**src/rtl/reg_file_pkg.sv**
```systemverilog
// Shared defaults and operation decode for the register file.
package reg_file_pkg;

  localparam int unsigned DEF_WIDTH = 16;
  localparam int unsigned DEF_ADDR  = 3;
  localparam int unsigned DEF_DEPTH = 2 ** DEF_ADDR;

  // Per-edge operation selected by the enables.
  typedef enum logic [1:0] {
    OP_IDLE  = 2'd0,
    OP_WRITE = 2'd1,
    OP_READ  = 2'd2
  } op_e;

  // A write wins when both enables are high; the read is dropped.
  function automatic op_e decode_op(input logic wr_en, input logic rd_en);
    op_e op;
    op = OP_IDLE;
    if (wr_en) begin
      op = OP_WRITE;
    end else if (rd_en) begin
      op = OP_READ;
    end
    return op;
  endfunction

endpackage : reg_file_pkg

```
**src/rtl/reg_file.sv**
```systemverilog
// Single-port register file: shared address, one-cycle registered read,
// write-over-read priority, synchronous reset clearing all state.
module reg_file
  import reg_file_pkg::*;
#(
  parameter int unsigned WIDTH = DEF_WIDTH,
  parameter int unsigned ADDR  = DEF_ADDR
) (
  input  logic             CLK,
  input  logic             RST,
  input  logic [ADDR-1:0]  Address,
  input  logic             WrEn,
  input  logic             RdEn,
  input  logic [WIDTH-1:0] WrData,
  output logic [WIDTH-1:0] RdData
);

  localparam int unsigned DEPTH = 2 ** ADDR;

  logic [WIDTH-1:0] mem_q [DEPTH];
  logic [WIDTH-1:0] mem_d [DEPTH];
  logic [WIDTH-1:0] rd_data_q;
  logic [WIDTH-1:0] rd_data_d;
  op_e              op;

  // Decode the enables and compute next storage and read-data values.
  always_comb begin
    mem_d     = mem_q;
    rd_data_d = rd_data_q;
    op        = decode_op(WrEn, RdEn);
    unique case (op)
      OP_WRITE: mem_d[Address] = WrData;
      OP_READ:  rd_data_d      = mem_q[Address];
      default:  ;
    endcase
  end

  // Storage and read-data flops; reset overrides any access on the same edge.
  always_ff @(posedge CLK) begin
    if (RST) begin
      for (int i = 0; i < int'(DEPTH); i++) begin
        mem_q[i] <= '0;
      end
      rd_data_q <= '0;
    end else begin
      mem_q     <= mem_d;
      rd_data_q <= rd_data_d;
    end
  end

  assign RdData = rd_data_q;

endmodule : reg_file

```
**config.mk**
```make
export PLATFORM = sky130hd
export DESIGN_NAME = reg_file
export DESIGN_NICKNAME = d
export VERILOG_FILES = /design/src/rtl/reg_file_pkg.sv /design/src/rtl/reg_file.sv
export SDC_FILE = /design/constraint.sdc
export NUM_CORES = 1
export LEC_CHECK = 0
export ABC_AREA = 1
export CAP_MARGIN = 20
export CELL_PAD_IN_SITES_DETAIL_PLACEMENT = 0
export CELL_PAD_IN_SITES_GLOBAL_PLACEMENT = 1
export CORE_MARGIN = 2
export CORE_UTILIZATION = 43
export DETAILED_ROUTE_END_ITERATION = 8
export PLACE_DENSITY = 0.84
export SLEW_MARGIN = 0
export SYNTH_ARGS = -nofsm -noshare
export SYNTH_HDL_FRONTEND = slang
export SYNTH_SLANG_ARGS = --single-unit
```
**constraint.sdc**
```tcl
create_clock -name CLK -period 1.6 [get_ports CLK]
set_input_delay 0.4 -clock CLK [delete_from_list [all_inputs] [get_ports CLK]]
set_output_delay 0.4 -clock CLK [all_outputs]
set_load 0.1 [all_outputs]
```
==> impl_metrics.tcl <==
set metrics [dict create \
    drtIter0Drc 328 \
    overflow 0 \
    clock_path_buffers 2 \
    drv_cap 0 \
    cts_hold_buffers 0 \
    arrival_ns 1.82 \
    final_cell_count_no_fill 1112 \
    htreeDepth 4 \
    final_core_util_pct 54.19 \
    clk_latency_ns 0.42 \
    fmax_mhz 654.2 \
    synth_area_leader_cell "dfxtp_1" \
    cp-end-kind "register" \
    worst_ir_drop_vdd_v 0.0007451 \
    fin_skew_ns 0.005184 \
    placementRows 44 \
    drc 0 \
    startpoint_type "primary input" \
    first_global_vias 5011 \
    cts_sinks 144 \
    rsz0062_at_grt "true" \
    syn_avg_cell_area_um2 7.209 \
    outcome "complete, no violations" \
    die_width_um 124.6 \
    synthArstFlopShare_pct 0 \
    slew_headroom_pct 72.33 \
    slew_viol_final 0 \
    layout-drive-gt1-share_pct 12.39 \
    via_count 5475 \
    port_buffers 38 \
    fp.dieArea_mm2 0.01553 \
    worstMarginPinSlew_ns 0.4137 \
    synth.most_common_cell "dfxtp_1" \
    synth-main-ff-cell "dfxtp_1" \
    nNetsFinal 940 \
    synth_edf_count 0 \
    pre_cts_ws_ns -0.3723 \
    synth_area_leaders "dfxtp_1 (46%), a21oi_1 (9.0%), o21ai_0 (8.9%)" \
    cts_tree "built" \
    vias_per_cell 4.924 \
    cts_buffers 17 \
    hold_viol 0 \
    cp_max_fo 32 \
    die_y_um 124.6 \
    dp.cells 1082 \
    path_class "in -> reg" \
    dp.final_hpwl_um 11310 \
    worst_slack_ns 0.07142 \
    setup_violations 0 \
    grt_pass1_wl_um 27490 \
    seq_area_mm2 0.002883 \
    ant_nets 0 \
    synth_cell_type_count 21 \
    crit_required_ns 1.89 \
    syn_inst 868 \
    syn_nets 891 \
    boundaryPins 39 \
    multiInputGateArea_mm2 0.002584 \
    syn_area_mm2 0.006257 \
    start_util_pct 43.55 \
    hp-class "reg -> reg" \
    power_density_mw_per_mm2 1128 \
    synth_warnings 0 \
    yosysSeqAreaShare_pct 46.07 \
    grt.total_usage_pct 22.50 \
    drt_first_pass_iters 4 \
    wl_um 16900 \
    fill_cells 1396 \
    post_cts_buffers 0 \
    path_clk_slew_ns 0.06 \
    period_minus_slack_ns 1.529 \
    ys_top_cells_by_count "dfxtp_1 (144), nand2_1 (131), inv_1 (116)" \
    leakagePower_nw 3.243 \
    core-area_mm2 0.01437 \
    worst_hold_slack_ns 0.4475 \
    antenna_cells 0 \
    wl_per_cell_um 15.20 \
    antenna_found_initial 0 \
    ys_ff_latch 144 \
    post-route-period-util_pct 95.54 \
    grt_max_degree 57 \
    root_buffer "clkbuf_16" \
    yosysTopAreaCellShare_pct 46.07 \
    gp_congestion 0.7975 \
    area_growth_pct 24.44 \
]
[metal layers]
layer | track usage, % | up-vias | wire [µm]
met3 | 3.651 | 25 | 737
met5 | 0 | - | 0
met1 | 30.32 | 2446 | 7779
met4 | 8.592 | 0 | 408
met2 | 36.29 | 101 | 7977
li1 | - | 2903 | -
[state kept, by name (all words and copies together) (netlist names)]
name,count
RdData,16
mem_q,128
[path summary, 6_finish.rpt]
path | endpoint | slack (ns) | startpoint | cells past startpoint
max reg2reg | RdData[4]$_SDFFE_PP0N_ | 0.62 | mem_q[68]$_SDFFE_PP0P_ | 6
min | mem_q[51]$_SDFFE_PP0P_ | 0.45 | mem_q[51]$_SDFFE_PP0P_ | 2
max | mem_q[35]$_SDFFE_PP0P_ | 0.07 | WrEn | 7
min reg2reg | mem_q[51]$_SDFFE_PP0P_ | 0.45 | mem_q[51]$_SDFFE_PP0P_ | 2
[critical path, cell delays in order]
cell and delay [ns]:
clkdlybuf4s50_1 0.54, nand2_1 0.07, inv_1 0.11, buf_4 0.16, nand2_4 0.24, o21ai_0 0.23, a21oi_1 0.06
[logic make-up after synthesis]
| group | share of synthesized area, % |
|---|---|
| DFF | 46.07 |
| and+or+nand+nor | 18.82 |
| AOI/OAI and AO/OA | 22.40 |
| buffers and inverters | 12.72 |
[stage by stage]
| stage | power (mW) | setup TNS, ns | instance area, µm² |
|---|---|---|---|
| final | 8.780 | 0 | 7786 |
| after global routing | 9.135 | -0.3128 | 7786 |
| after CTS | 8.838 | 0 | 7781 |
| after detailed placement | 5.038 | -37.07 | 7218 |
| after global placement | 5.027 | -35.95 | 7218 |
| after floorplan | 4.565 | 0 | 6257 |
[power breakdown]
group	internal [mW]	switching [mW]
clock network	2.39	1.44
logic	0.428	0.734
registers	3.73	0.0668
[repair_timing]
action,CTS,global route
endpoints found under the setup margin,0,18
hold endpoints to repair,0,0
gates resized for setup,0,5
[layout by cell type, fill, tap and decap left out, types with 16 or more instances in the layout]
master and n:
a21oi_1 112, buf_12 28, buf_4 38, clkbuf_16 17, clkdlybuf4s50_1 21, dfxtp_1 144
inv_1 115, nand2_1 130, nand3_1 64, nor2_1 64, o211ai_1 16, o21ai_0 109
o21ai_1 35
[final cells by class]
cell class	count	share of cell area (%)
flip-flops and latches	144	37.02
multi-input cells	543	33.18
repair buffers	88	13.63
clock buffers	23	6.139
inverters	123	5.978
well taps	184	2.957
clock inverters	7	1.093
No activity file was read; power rests on OpenSTA's default activity.
